===== src/rtl/ecc_dpram_pkg.sv =====
// Shared SECDED helpers for the banked ECC dual-port RAM.
// Codeword layout: bit 0 is overall parity, bits 1..CW-1 are Hamming
// positions 1..CW-1 (powers of two hold check bits, the rest hold data).
package ecc_dpram_pkg;

  localparam int MAX_CW = 64;
  localparam int MAX_P  = 6;

  // Smallest P with 2^P >= dw + P + 1
  function automatic int calc_p(input int dw);
    int p;
    p = 1;
    for (int q = 31; q >= 1; q--) begin
      if ((1 << q) >= dw + q + 1) p = q;
    end
    return p;
  endfunction

  // Codeword width: data + Hamming check bits + overall parity
  function automatic int calc_cw(input int dw);
    return dw + calc_p(dw) + 1;
  endfunction

  localparam int DEF_DW = 8;
  localparam int DEF_CW = calc_cw(DEF_DW);

  typedef logic [DEF_CW-1:0] codeword_t;

  // Positions covered by Hamming check bit k; bit 0 (overall parity) is never covered
  function automatic logic [MAX_CW-1:0] hmask(input int k);
    logic [MAX_CW-1:0] m;
    m = '0;
    for (int i = 1; i < MAX_CW; i++) m[i] = (((i >> k) & 1) == 1);
    return m;
  endfunction

  localparam logic [MAX_P-1:0][MAX_CW-1:0] HMASK =
    {hmask(5), hmask(4), hmask(3), hmask(2), hmask(1), hmask(0)};

  // Codeword position of the j-th data bit (first non-power-of-two slots from 3 up)
  function automatic int data_pos(input int j);
    int n;
    int pos;
    n   = 0;
    pos = 0;
    for (int i = 3; i < MAX_CW; i++) begin
      if ((i & (i - 1)) != 0) begin
        if (n == j && pos == 0) pos = i;
        n++;
      end
    end
    return pos;
  endfunction

  // 16-bit counter plus 0..2, clamped at all-ones
  function automatic logic [15:0] sat_add16(input logic [15:0] c, input logic [1:0] inc);
    logic [16:0] s;
    s = {1'b0, c} + {15'd0, inc};
    return s[16] ? 16'hFFFF : s[15:0];
  endfunction

endpackage


===== src/rtl/ecc_secded_codec.sv =====
// Combinational Hamming SECDED codec: encode path and decode/correct path.
module ecc_secded_codec
  import ecc_dpram_pkg::*;
#(
  parameter int DATA_WIDTH = 8
) (
  input  logic [DATA_WIDTH-1:0]              enc_data_i,
  output logic [calc_cw(DATA_WIDTH)-1:0]     enc_cw_o,
  input  logic [calc_cw(DATA_WIDTH)-1:0]     dec_cw_i,
  output logic [DATA_WIDTH-1:0]              dec_data_o,
  output logic                               dec_sec_o,
  output logic                               dec_ded_o
);

  localparam int P  = calc_p(DATA_WIDTH);
  localparam int CW = DATA_WIDTH + P + 1;

  logic [CW-1:0] enc_w;
  logic [CW-1:0] fixed_w;
  logic [P-1:0]  syn_w;
  logic          par_w;

  // Scatter data into its slots, then fill check bits and overall parity
  always_comb begin
    enc_w = '0;
    for (int j = 0; j < DATA_WIDTH; j++) enc_w[data_pos(j)] = enc_data_i[j];
    for (int k = 0; k < P; k++) enc_w[1 << k] = ^(enc_w & HMASK[k][CW-1:0]);
    enc_w[0] = ^enc_w[CW-1:1];
    enc_cw_o = enc_w;
  end

  // Syndrome points at the flipped position; overall parity separates 1 from 2 errors
  always_comb begin
    syn_w = '0;
    for (int k = 0; k < P; k++) syn_w[k] = ^(dec_cw_i & HMASK[k][CW-1:0]);
    par_w      = ^dec_cw_i;
    fixed_w    = dec_cw_i;
    dec_sec_o  = 1'b0;
    dec_ded_o  = 1'b0;
    dec_data_o = '0;
    if (syn_w != '0) begin
      // odd parity but a syndrome past the word end can only be a multi-bit error
      if (par_w && (int'(syn_w) < CW)) begin
        fixed_w   = fixed_w ^ ({{(CW-1){1'b0}}, 1'b1} << syn_w);
        dec_sec_o = 1'b1;
      end else begin
        dec_ded_o = 1'b1;
      end
    end else if (par_w) begin
      dec_sec_o = 1'b1;
    end
    for (int j = 0; j < DATA_WIDTH; j++) dec_data_o[j] = fixed_w[data_pos(j)];
  end

endmodule


===== src/rtl/ecc_banked_dpram.sv =====
// Two-port banked RAM with SECDED per word, round-robin conflict arbitration,
// READ_LATENCY-deep registered read pipelines and saturating error counters.
// Port index 0 is A, 1 is B throughout.
module ecc_banked_dpram
  import ecc_dpram_pkg::*;
#(
  parameter int DATA_WIDTH    = 8,
  parameter int ADDRESS_DEPTH = 32,
  parameter int NUM_BANKS     = 4,
  parameter int READ_LATENCY  = 2,
  parameter int P             = calc_p(DATA_WIDTH),
  parameter int CW            = DATA_WIDTH + P + 1
) (
  input  logic                             clk,
  input  logic                             rst_n,
  input  logic                             req_a,
  input  logic                             req_b,
  input  logic                             we_a,
  input  logic                             we_b,
  input  logic [$clog2(ADDRESS_DEPTH)-1:0] addr_a,
  input  logic [$clog2(ADDRESS_DEPTH)-1:0] addr_b,
  input  logic [DATA_WIDTH-1:0]            wdata_a,
  input  logic [DATA_WIDTH-1:0]            wdata_b,
  input  logic [CW-1:0]                    inj_a,
  input  logic [CW-1:0]                    inj_b,
  output logic                             ready_a,
  output logic                             ready_b,
  output logic                             rvalid_a,
  output logic                             rvalid_b,
  output logic [DATA_WIDTH-1:0]            rdata_a,
  output logic [DATA_WIDTH-1:0]            rdata_b,
  output logic                             err_sec_a,
  output logic                             err_sec_b,
  output logic                             err_ded_a,
  output logic                             err_ded_b,
  output logic [15:0]                      sec_count,
  output logic [15:0]                      ded_count
);

  localparam int AW   = $clog2(ADDRESS_DEPTH);
  localparam int BW   = $clog2(NUM_BANKS);
  localparam int RW   = AW - BW;
  localparam int ROWS = ADDRESS_DEPTH / NUM_BANKS;
  localparam int L    = READ_LATENCY;

  logic [1:0]                          req, we, gnt, acc, wr;
  logic [1:0][AW-1:0]                  addr;
  logic [1:0][DATA_WIDTH-1:0]          wdata;
  logic [1:0][CW-1:0]                  inj;
  logic [1:0][BW-1:0]                  bank;
  logic [1:0][RW-1:0]                  row;
  logic [1:0][CW-1:0]                  enc_cw, wr_cw, rd_cw;
  logic [1:0][DATA_WIDTH-1:0]          dec_data;
  logic [1:0]                          dec_sec, dec_ded;
  logic [NUM_BANKS-1:0][1:0][CW-1:0]   bank_rd;

  logic [1:0]                          s0_vld, s0_sec, s0_ded;
  logic [1:0][DATA_WIDTH-1:0]          s0_data;
  logic [L:1][1:0]                     vld_pipe_q, sec_pipe_q, ded_pipe_q;
  logic [L:1][1:0][DATA_WIDTH-1:0]     data_pipe_q;
  logic [1:0]                          sec_last, ded_last;

  logic                                conflict;
  logic                                prio_q, prio_d;
  logic [15:0]                         sec_cnt_q, sec_cnt_d, ded_cnt_q, ded_cnt_d;

  assign req   = {req_b, req_a};
  assign we    = {we_b, we_a};
  assign addr  = {addr_b, addr_a};
  assign wdata = {wdata_b, wdata_a};
  assign inj   = {inj_b, inj_a};

  // Round-robin on same-bank collisions; prio flips on every conflict cycle
  always_comb begin
    conflict = req[0] && req[1] && (bank[0] == bank[1]);
    gnt[0]   = !(conflict && prio_q);
    gnt[1]   = !(conflict && !prio_q);
    prio_d   = prio_q ^ conflict;
  end

  assign ready_a = gnt[0];
  assign ready_b = gnt[1];

  // Arbitration-priority register, A first out of reset
  always_ff @(posedge clk or negedge rst_n) begin
    if (!rst_n) prio_q <= 1'b0;
    else        prio_q <= prio_d;
  end

  // Per-port address split, codec and stage-0 read result
  for (genvar p = 0; p < 2; p++) begin : g_port
    assign bank[p]  = addr[p][BW-1:0];
    assign row[p]   = addr[p][AW-1:BW];
    assign acc[p]   = req[p] & gnt[p];
    assign wr[p]    = acc[p] & we[p];
    assign wr_cw[p] = enc_cw[p] ^ inj[p];
    assign rd_cw[p] = bank_rd[bank[p]][p];

    // One codec per port: the write path encodes while the read path decodes
    ecc_secded_codec #(.DATA_WIDTH(DATA_WIDTH)) u_codec (
      .enc_data_i (wdata[p]),
      .enc_cw_o   (enc_cw[p]),
      .dec_cw_i   (rd_cw[p]),
      .dec_data_o (dec_data[p]),
      .dec_sec_o  (dec_sec[p]),
      .dec_ded_o  (dec_ded[p])
    );

    // Zero the payload of non-reads so the pipeline carries zeros while idle
    always_comb begin
      s0_vld[p]  = acc[p] & ~we[p];
      s0_data[p] = s0_vld[p] ? dec_data[p] : '0;
      s0_sec[p]  = s0_vld[p] & dec_sec[p];
      s0_ded[p]  = s0_vld[p] & dec_ded[p];
    end
  end

  // Bank storage; arbitration keeps the two ports off the same bank in a cycle
  for (genvar g = 0; g < NUM_BANKS; g++) begin : g_bank
    logic [CW-1:0] mem_q [ROWS];

    // Write at the accept edge; storage is intentionally not reset
    always_ff @(posedge clk) begin
      if (wr[0] && bank[0] == BW'(g))      mem_q[row[0]] <= wr_cw[0];
      else if (wr[1] && bank[1] == BW'(g)) mem_q[row[1]] <= wr_cw[1];
    end

    assign bank_rd[g][0] = mem_q[row[0]];
    assign bank_rd[g][1] = mem_q[row[1]];
  end

  // Read pipeline: stage 1 loads at the accept edge, stage L drives the outputs
  always_ff @(posedge clk or negedge rst_n) begin
    if (!rst_n) begin
      vld_pipe_q  <= '0;
      sec_pipe_q  <= '0;
      ded_pipe_q  <= '0;
      data_pipe_q <= '0;
    end else begin
      vld_pipe_q[1]  <= s0_vld;
      sec_pipe_q[1]  <= s0_sec;
      ded_pipe_q[1]  <= s0_ded;
      data_pipe_q[1] <= s0_data;
      for (int s = 2; s <= L; s++) begin
        vld_pipe_q[s]  <= vld_pipe_q[s-1];
        sec_pipe_q[s]  <= sec_pipe_q[s-1];
        ded_pipe_q[s]  <= ded_pipe_q[s-1];
        data_pipe_q[s] <= data_pipe_q[s-1];
      end
    end
  end

  assign rvalid_a  = vld_pipe_q[L][0];
  assign rvalid_b  = vld_pipe_q[L][1];
  assign rdata_a   = data_pipe_q[L][0];
  assign rdata_b   = data_pipe_q[L][1];
  assign err_sec_a = sec_pipe_q[L][0];
  assign err_sec_b = sec_pipe_q[L][1];
  assign err_ded_a = ded_pipe_q[L][0];
  assign err_ded_b = ded_pipe_q[L][1];

  // Counters take the flags entering the output stage so they move with rvalid
  if (L == 1) begin : g_last_s0
    assign sec_last = s0_sec;
    assign ded_last = s0_ded;
  end else begin : g_last_pipe
    assign sec_last = sec_pipe_q[L-1];
    assign ded_last = ded_pipe_q[L-1];
  end

  // Saturating sum of both ports' error reports
  always_comb begin
    sec_cnt_d = sat_add16(sec_cnt_q, {1'b0, sec_last[0]} + {1'b0, sec_last[1]});
    ded_cnt_d = sat_add16(ded_cnt_q, {1'b0, ded_last[0]} + {1'b0, ded_last[1]});
  end

  // Error counter registers
  always_ff @(posedge clk or negedge rst_n) begin
    if (!rst_n) begin
      sec_cnt_q <= '0;
      ded_cnt_q <= '0;
    end else begin
      sec_cnt_q <= sec_cnt_d;
      ded_cnt_q <= ded_cnt_d;
    end
  end

  assign sec_count = sec_cnt_q;
  assign ded_count = ded_cnt_q;

endmodule

===== config.mk =====
export PLATFORM = sky130hd
export DESIGN_NAME = ecc_banked_dpram
export DESIGN_NICKNAME = d
export VERILOG_FILES = /design/src/rtl/ecc_dpram_pkg.sv /design/src/rtl/ecc_secded_codec.sv /design/src/rtl/ecc_banked_dpram.sv
export SDC_FILE = /design/constraint.sdc
export NUM_CORES = 1
export LEC_CHECK = 0
export ABC_AREA = 1
export BUFFER_PORTS_ARGS = -buffer_cell sky130_fd_sc_hd__clkbuf_2
export CORE_ASPECT_RATIO = 1.2
export CORE_MARGIN = 4
export CORE_UTILIZATION = 50
export DETAILED_ROUTE_END_ITERATION = 8
export PLACE_DENSITY_LB_ADDON = 0.12
export SLEW_MARGIN = 20
export SYNTH_ARGS = -nofsm -noshare
export SYNTH_HDL_FRONTEND = slang
export SYNTH_SLANG_ARGS = --single-unit

===== constraint.sdc =====
create_clock -name clk -period 3.2 [get_ports clk]
set_input_delay 0.16 -clock clk [delete_from_list [all_inputs] [get_ports clk]]
set_output_delay 0.16 -clock clk [all_outputs]
set_load 0.05 [all_outputs]

Word level (Yosys, flattened, before mapping)
Memories as Yosys holds them, arrays and structs flattened.
Cells that the tools add are included.
{ "word_totals": {"register_bits": 77, "latch_bits": 0, "mem_bits_rw": 416, "rom_bits": 0, "in_bits": 58, "output_inout_bits": 56, "elab_cells": 150, "memories": 4} }
{ "op_classes": {"addsub": 4, "mul": 0, "n_div": 0, "n_lt_le_gt_ge": 4, "n_eq_ne": 7, "shifts": 2, "muxes": 54, "bitwise": 17, "n_reduce_logical": 45} }
{ "memory_table": {"columns": ["memory", "words", "word_bits", "rd", "rd_clocked_by_memory_dff", "write_ports", "line", "rtl"], "rows": [
  ["g_bank[0].mem_q", 8, 13, 2, 0, 1, "ecc_banked_dpram.sv:120", "logic [CW-1:0] mem_q [ROWS];"],
  ["g_bank[1].mem_q", 8, 13, 2, 0, 1, "ecc_banked_dpram.sv:120", null],
  ["g_bank[2].mem_q", 8, 13, 2, 0, 1, "ecc_banked_dpram.sv:120", null],
  ["g_bank[3].mem_q", 8, 13, 2, 0, 1, "ecc_banked_dpram.sv:120", null]
]} }
{ "op_table": {"columns": ["cell", "n"], "rows": [
  ["XOR reduction 13 bit", 18],
  ["two-way mux 13 bit", 9],
  ["binary-select mux 26 bit (select 2 bit)", 2],
  ["OR reduction 13 bit", 4],
  ["bitwise XOR 13 bit", 4],
  ["adder 16 x 2 -> 17 bit", 2],
  ["two-way mux 1 bit", 34],
  ["two-way mux 16 bit", 2],
  ["two-way mux 26 bit", 1],
  ["<< shifter 1 x 4 -> 13 bit, first input constant", 2],
  ["XOR reduction 12 bit", 2],
  ["two-way mux 8 bit", 2],
  ["logical AND 1 bit", 14],
  ["two-way mux 3 bit", 4],
  ["AND 1 bit", 10],
  ["== test 2 bit, second input constant", 4],
  ["< comparator 4 bit, second input constant", 2],
  ["nonzero test 4 bit", 2],
  ["< comparator 2 x 3 -> 1 bit, second input constant", 2],
  ["adder 1 x 1 -> 2 bit", 2],
  ["== test 2 x 1 -> 1 bit, second input constant", 2],
  ["zero test 2 bit", 2],
  ["zero test 1 bit", 3],
  ["== test 2 bit", 1],
  ["2 further kinds", 3]
]} }

Longest topological paths before layout
Gate-level depths: netlist of run 1.
{ "depth": {"depth_word": 12, "ltp_mapped": 23} }

Cells and area by module
From an unflattened synthesis of run 1, not the netlist that was laid out.
{ "unflattened": {"cells_unflattened": 3716, "hier_area_um2": 28813.9} }
{ "by_module_without_submodules": {"columns": ["module", "n_inst", "cells_per_inst", "area_per_inst_um2", "seq_area_each_um2"], "rows": [
  ["ecc_banked_dpram", 1, 3310, 26678.1, 14418.8],
  ["ecc_secded_codec at g_port[0].u_codec", 1, 214, 1126.1, 0.0],
  ["ecc_secded_codec at g_port[1].u_codec", 1, 192, 1009.7, 0.0]
]} }

Worst setup path after synthesis of run 1
No wires, ideal clock.
{ "synth_path": {"kind": "input to register", "startpoint": "in addr_b[1]", "endpoint": "mem g_bank[1].mem_q[1][0] in the netlist's numbering, enable pin", "setup_time_ns": 0.382, "arrival_ns": 2.716, "t_required_ns": 2.818, "path_slack_ns": 0.102, "stages": 13, "n_path_buf": 1, "path_cell_list": "inv_1 nor2_1 a2111oi_0 ha_1 inv_1 nand3_1 nor2_1 nand2_1 clkbuf_1 nand2_1 o21ai_0 nand2_1 nor2_1"} }
{ "synth_via": {"elab_chain_len": 12} }
{ "synth_lines": {"columns": ["item", "line", "rtl"], "rows": [
  ["from (decl)", "ecc_banked_dpram.sv:21", "input logic [$clog2(ADDRESS_DEPTH)-1:0] addr_b,"],
  ["== test 2 bit (*)", "ecc_banked_dpram.sv:75", "conflict = req[0] && req[1] && (bank[0] == bank[1]);"],
  ["logical AND 1 bit (*)", "ecc_banked_dpram.sv:75", null],
  ["logical AND 1 bit (*)", "ecc_banked_dpram.sv:77", "gnt[1] = !(conflict && !prio_q);"],
  ["zero test 1 bit (*)", "ecc_banked_dpram.sv:77", null],
  ["net ready_b", "ecc_banked_dpram.sv:27", "output logic ready_b,"],
  ["AND 1 bit (*)", "ecc_banked_dpram.sv:94", "assign acc[p] = req[p] & gnt[p];"],
  ["AND 1 bit (*)", "ecc_banked_dpram.sv:95", "assign wr[p] = acc[p] & we[p];"],
  ["logical AND 1 bit (*)", "ecc_banked_dpram.sv:125", "else if (wr[1] && bank[1] == BW'(g)) mem_q[row[1]] <= wr_cw[1];"],
  ["two-way mux 1 bit (*)", "ecc_banked_dpram.sv:125", null],
  ["two-way mux 1 bit (*)", "ecc_banked_dpram.sv:124", "if (wr[0] && bank[0] == BW'(g)) mem_q[row[0]] <= wr_cw[0];"],
  ["two-way mux 1 bit (not written as such) (*)", "ecc_banked_dpram.sv:125", null],
  ["OR reduction 13 bit (no source line)", null, null],
  ["two-way mux 3 bit (no source line) / two-way mux 1 bit (equally long branches)", null, null],
  ["to (decl)", "ecc_banked_dpram.sv:120", null]
]} }
The timed path passes the listed nets; every way through them passes the cells marked *.

Worst setup path in the final report of run 1
{ "layout_path": {"startpoint": "in addr_b[1]", "endpoint": "mem g_bank[2].mem_q[6][3] in the netlist's numbering, enable pin"} }
{ "layout_via": {"elab_chain_len": 12} }
{ "layout_lines": {"columns": ["item", "line"], "rows": [
  ["== test 2 bit", "ecc_banked_dpram.sv:75"],
  ["logical AND 1 bit", "ecc_banked_dpram.sv:75"],
  ["logical AND 1 bit", "ecc_banked_dpram.sv:77"],
  ["zero test 1 bit", "ecc_banked_dpram.sv:77"],
  ["AND 1 bit", "ecc_banked_dpram.sv:94"],
  ["AND 1 bit", "ecc_banked_dpram.sv:95"],
  ["logical AND 1 bit", "ecc_banked_dpram.sv:125"],
  ["two-way mux 1 bit", "ecc_banked_dpram.sv:125"],
  ["two-way mux 1 bit", "ecc_banked_dpram.sv:124"],
  ["two-way mux 1 bit (not written as such)", "ecc_banked_dpram.sv:125"],
  ["OR reduction 13 bit (no source line)", null],
  ["two-way mux 3 bit (no source line) / two-way mux 1 bit (equally long branches)", null],
  ["to (decl)", "ecc_banked_dpram.sv:120"]
]} }
Parallel ways exist; a longest one is shown, timed or not.

==> results of run 1 <==
[registers in the layout, indices dropped and copies added, names as in the netlist, 2 cells and up]
register,count
ded_last,2
sec_count,16
rdata_a,8
vld_pipe_q,2
g_bank.mem_q,416
data_pipe_q,16
ded_count,16
sec_last,2
rdata_b,8
[final cells by class]
type / count / area (um^2)
Multi-Input combinational cell: 2062 / 9990
Timing Repair Buffer: 292 / 2220
Sequential cell: 493 / 14400
Clock buffer: 65 / 1430
Clock inverter: 31 / 344
Fill cell: 4716 / 22900
Inverter: 362 / 1360
Tap cell: 712 / 891
[Yosys cell counts, drive strengths merged (2+ instances only)]
master / n / area share, %
xor2: 33 / 1.1
clkbuf: 35 / 0.49
edfxtp: 416 / 46
o211ai: 166 / 4.7
nand3: 415 / 7.7
nor2: 183 / 2.8
nand4: 10 / 0.23
a21oi: 167 / 3.1
fa: 2 / 0.15
buf: 165 / 4.1
inv: 359 / 5.0
dfrtp: 77 / 7.1
nor3: 11 / 0.22
ha: 4 / 0.19
o21ai: 214 / 4.0
clkinv: 3 / 0.042
a31oi: 4 / 0.093
or2: 4 / 0.093
nand2: 806 / 11
nand3b: 2 / 0.056
xnor2: 34 / 1.1
[where the power goes]
group          leakage [nW]  switching, mW  internal [mW]
Combinational          7.44           2.52          0.997
Sequential             4.78          0.116           7.43
Clock                 0.887           2.59           3.68
[critical path: cells and delay by family]
| kind | cells | cell delay, ns |
|---|---|---|
| buffers and inverters | 6 | 1.02 |
| AND/OR/NAND/NOR | 6 | 1.22 |
| adder cells (fa/ha/maj) | 1 | 0.23 |
| AO/OA/AOI/OAI | 2 | 0.51 |
[path summary, 6_finish.rpt]
check | from | to | slack [ns]
worst min register to register | data_pipe_q[0] | rdata_a[0] | 0.35
worst max register to register | prio_q | g_bank[2].mem_q[6][3] | 0.39
worst min-delay path | req_b | vld_pipe_q[1] | 0.11
min in group asynchronous | rst_n | sec_count[13] | 0.20
worst max-delay path | addr_b[1] | g_bank[2].mem_q[6][3] | 0.38
max in group asynchronous | rst_n | rdata_b[4] | 2.32
[kinds of logic after synthesis]
logic type	count (synthesis)	share of synthesized area, %
fa+ha+maj	6	0.334
xor+xnor	67	2.17
simple gates	1434	22.5
flops	493	53.4
buf+inv	562	9.61
compound gates	555	11.9
[routing by layer]
| layer | vias to the layer above | global-route usage [%] | routed length [um] |
|---|---|---|---|
| met1 | 10900 | 38.6 | 33400 |
| met2 | 1229 | 47.9 | 40800 |
| li1 | 10800 | - | - |
| met4 | 6 | 15.7 | 4970 |
| met3 | 255 | 4.59 | 7900 |
| met5 | - | 0 | 44 |
==> reports/metrics.csv, run 1 <==
metric;value;unit
status;finished, final reports clean;
cts_htree_levels;2;
antenna_found_initial;3;
post-cts-setup-buffer-count;0;
rsz0062_at_grt;false;
period_share;88.2;%
cts_resized;0;
yosysUniqueCellTypes;42;
clk_pin_slew_worst_paths;0.06;ns
core.rowCount;93;
postLayoutCoreUtil;57.3;%
synth-edff-count;416;
syn_nets;3181;
ys_seq_area_share;53.4;%
firstDrtPassIters;6;
nets;3327;
grt_remaining_overflow;0;
finalCriticalPeriod;2.82;ns
synthCells;3117;
holdPathStages;4;
cp_slowest_cell;o21ai_0;
layout_common_cells;nand2_1 (790), edfxtp_1 (416), nand3_1 (413);
critPathCaptureType;register;
maxCapViolCount;0;
cts_root_buffer;clkbuf_16;
postCtsHoldBufs;3;
ir_worst_vdd;0.420;mV
grt_usage;29.7;%
slew_viol_final;0;
start_kind;primary input;
path_cells;clkbuf_2, inv_1, nor2_1, a2111oi_0, buf_4, ha_1, inv_1, nand3_1, buf_4, nor2_1, nand2_1, o21ai_0, nand2_1, nor2_1, buf_4;
die_y;263;um
async_flop_share;15.6;%
grt_max_degree;124;
fmax;354;MHz
cts_sinks;493;
critPathMaxStageDelay;0.38;ns
syn-mean-instance-area;8.66;um^2
n_antenna_cell;0;
placed_cells;3918;
total_power;17.3;mW
arrival;3.14;ns
crit_fanout;9;
worstSkewPairLatency;0.61;ns
numPortBuffers;113;
vias;23200;
gp_congestion;0.923;
start_util;50.5;%
path_class;in -> reg;
final_area;30700;um^2
clk_path_buf_depth;3;
grt_first_pass_wirelength;131000;um
drive_gt1_share;13.1;%
placed_area;28900;um^2
drt_wl_total;87100;um
synth-warning-count;0;
first_iter_violations;3054;
cts_buffers;52;
setup_slack;0.378;ns
die_width;220;um
ant_nets;0;
syn_to_final_growth;13.5;%
timing.hold.ws;0.108;ns
max_slew_margin;37.1;%
tightest_slew;0.937;ns
dieArea;57800;um^2
hpwl;61000;um
fin_setup_tns;0;ns
io_pins;114;
ys_seq_elements;493;
fin_cells;4017;
cp.required;3.52;ns
hold_viol;0;
power.density;565;nW/um^2
pre_cts_ws;-0.153;ns
finClkSkew;0.0128;ns
ys_dominant_reg_cell;edfxtp_1;
drc_errors;0;
cts_tree;built;
viasPerCell;5.76;
syn_area;27000;um^2
min_path_type;in -> reg;
core;53500;um^2
routedWlPerCell;21.7;um
grt_pass1_vias;22100;
setup_violations;0;
reg2reg_depth;11;
layout_commonest_cell;nand2_1;
power_leakage;13.1;nW
Note: power is estimated with default switching activity, not from simulation.
==> inputs of run 2 (changes only) <==
--- a/config.mk
+++ b/config.mk
@@ -11,7 +11,9 @@
 export CORE_MARGIN = 4
 export CORE_UTILIZATION = 50
 export DETAILED_ROUTE_END_ITERATION = 8
+export HOLD_SLACK_MARGIN = 0.03
 export PLACE_DENSITY_LB_ADDON = 0.12
+export RECOVER_POWER = 50
 export SLEW_MARGIN = 20
 export SYNTH_ARGS = -nofsm -noshare
 export SYNTH_HDL_FRONTEND = slang
==> constraint.sdc (replaced) <==
create_clock -name clk -period 2.4 [get_ports clk]
set_input_delay 0.12 -clock clk [delete_from_list [all_inputs] [get_ports clk]]
set_output_delay 0.12 -clock clk [all_outputs]
set_load 0.05 [all_outputs]
==> reports/metrics.csv, run 2 (synthesis gave the netlist of run 1 again) <==
metric;value;unit;change
status;complete, but fails checks;;
violations;negative setup slack;;
hold_end;prio_q;;
grt_remaining_overflow;0;;unchanged
numPortBuffers;113;;unchanged
core.rowCount;93;;unchanged
grt_max_degree;66;;-47%
power_leakage;14.4;nW;+9.9%
placed_area;31300;um^2;+8.3%
layout_common_cells;nand2_1 (677), edfxtp_1 (416), nand3_1 (354);;
worstReg2RegEnd;g_bank[3].mem_q[2][6];;
rsz0062_at_grt;true;;
arrival;2.84;ns;-0.30 ns
power.density;693;nW/um^2;+23%
drc_errors;0;;unchanged
maxCapViolCount;0;;unchanged
drive_gt1_share;25.9;%;+13 points
crit_fanout;26;;+17
num-fill-cells;4392;;-6.9%
min_path_type;in -> reg;;
largest_reg_flops;416;;unchanged
routedWlPerCell;21.5;um;-0.79%
grt_first_pass_wirelength;135000;um;+2.5%
critPathCaptureType;register;;
start_util;50.5;%;unchanged
cts_tree;built;;
die_y;263;um;unchanged
grt_pass1_vias;22900;;+3.7%
first_iter_violations;2357;;-23%
final_area;34100;um^2;+11%
postLayoutCoreUtil;63.7;%;+6.4 points
worstSkewPairLatency;0.60;ns;about the same
reg2reg_depth;10;;-1
gp_congestion;0.994;;+7.7%
placed_cells;4115;;+5.0%
holdPathStages;4;;unchanged
finClkSkew;0.0159;ns;+0.00311 ns
ant_nets;0;;unchanged
drt_wl_total;90800;um;+4.3%
hold_viol;0;;unchanged
start_kind;register;;
setup_slack;-0.0114;ns;-0.389 ns
firstDrtPassIters;7;;+1
antenna_found_initial;0;;-3
rrSetupSlack;-0.01;ns;-0.40 ns
dieArea;57800;um^2;unchanged
hpwl;65600;um;+7.6%
ir_worst_vdd;0.653;mV;+56%
layout_commonest_cell;nand2_1;;
cts_htree_levels;2;;unchanged
path_class;reg -> reg;;
cp.required;2.83;ns;-0.69 ns
io_pins;114;;unchanged
max_slew_margin;14.2;%;-23 points
slew_viol_final;0;;unchanged
tightest_slew;1.29;ns;+0.350 ns
viasPerCell;5.74;;-0.43%
fin_cells;4222;;+5.1%
grt_usage;30.5;%;+0.82 points
syn_to_final_growth;26.2;%;
cts_sinks;493;;unchanged
finalCriticalPeriod;2.41;ns;
period_share;100;%;
cts_buffers;50;;-3.8%
min-delay-start;addr_b[0];;
clk_path_buf_depth;3;;unchanged
die_width;220;um;unchanged
cts_root_buffer;clkbuf_16;;
setup_violations;8;;+8
nets;3534;;+6.2%
clk_pin_slew_worst_paths;0.06;ns;about the same
n_antenna_cell;0;;unchanged
fmax;415;MHz;
rr_startpoint;prio_q;;
core;53500;um^2;unchanged
vias;24200;;+4.7%
run 2: layout make-up:
cell class | instances | area (um^2) | share of cell area (%)
clock buffer | 66 | 1440 | 4.23
clock inverter | 26 | 205 | 0.602
inverter | 362 | 1370 | 4.02
multi-input combinational | 2062 | 11400 | 33.4
sequential | 493 | 14400 | 42.3
tap | 712 | 891 | 2.61
timing repair buffer | 501 | 4380 | 12.8
run 2: critical path: stages, from the launching register on:
cell and delay, ns:
dfrtp_1 0.39, inv_1 0.06, ha_2 0.19, clkinvlp_4 0.09, nand3_4 0.12, buf_12 0.16, nor2_1 0.12, nand2_2 0.15
buf_4 0.24, o21ai_0 0.43, buf_4 0.28
run 2: what timing repair did:
action,in CTS,in global routing
gates resized for setup,36,258
hold buffers,3,0
hold endpoints to repair,60,0
pin swaps,4,102
setup endpoints to repair,223,364
buffers inserted,0,10
cloned,0,2
run 2: per-stage QoR:
stage,worst slack (ns),power (mW),hold slack (ns),setup TNS (ns)
5_1_grt,-0.134,24.6,0.0927,-2.72
2_1_floorplan,-0.188,13.2,-0.176,-52.28
3_3_place_gp,-0.409,15.3,0.187,-152.70
4_1_cts,0.000157,23.2,0.0650,0
6_report,-0.0114,23.6,0.0819,-0.0797
3_5_place_dp,-0.436,15.4,0.198,-199.06
run 2: report_power, final:
group / total (mW) / internal, mW / switching [mW]
Combinational: 5.78 / 1.90 / 3.87
Sequential: 10.1 / 9.91 / 0.155
Clock: 7.79 / 4.46 / 3.33
Total: 23.6 / 16.3 / 7.36
run 2: how the worst max path moves through the flow:
stage / start / endpoint / slack, ns / cells past startpoint
final: prio_q / g_bank[3].mem_q[2][6] / -0.01 / 10
after detailed placement: addr_a[1] / g_bank[3].mem_q[5][6] / -0.44 / 14
after global routing: g_bank[2].mem_q[6][7] / data_pipe_q[15] / -0.13 / 19
after global placement: addr_b[1] / g_bank[0].mem_q[5][4] / -0.41 / 17
after CTS: prio_q / g_bank[0].mem_q[0][10] / 0.0002 / 9
after floorplan: req_b / g_bank[3].mem_q[2][0] / -0.19 / 13
run 2: per-layer routing:
layer / share of wire, % / track usage, %
met1: 39 / 39.7
met2: 48 / 50.2
met3: 8.3 / 4.97
met4: 5.6 / 13.8
met5: 0 / 0
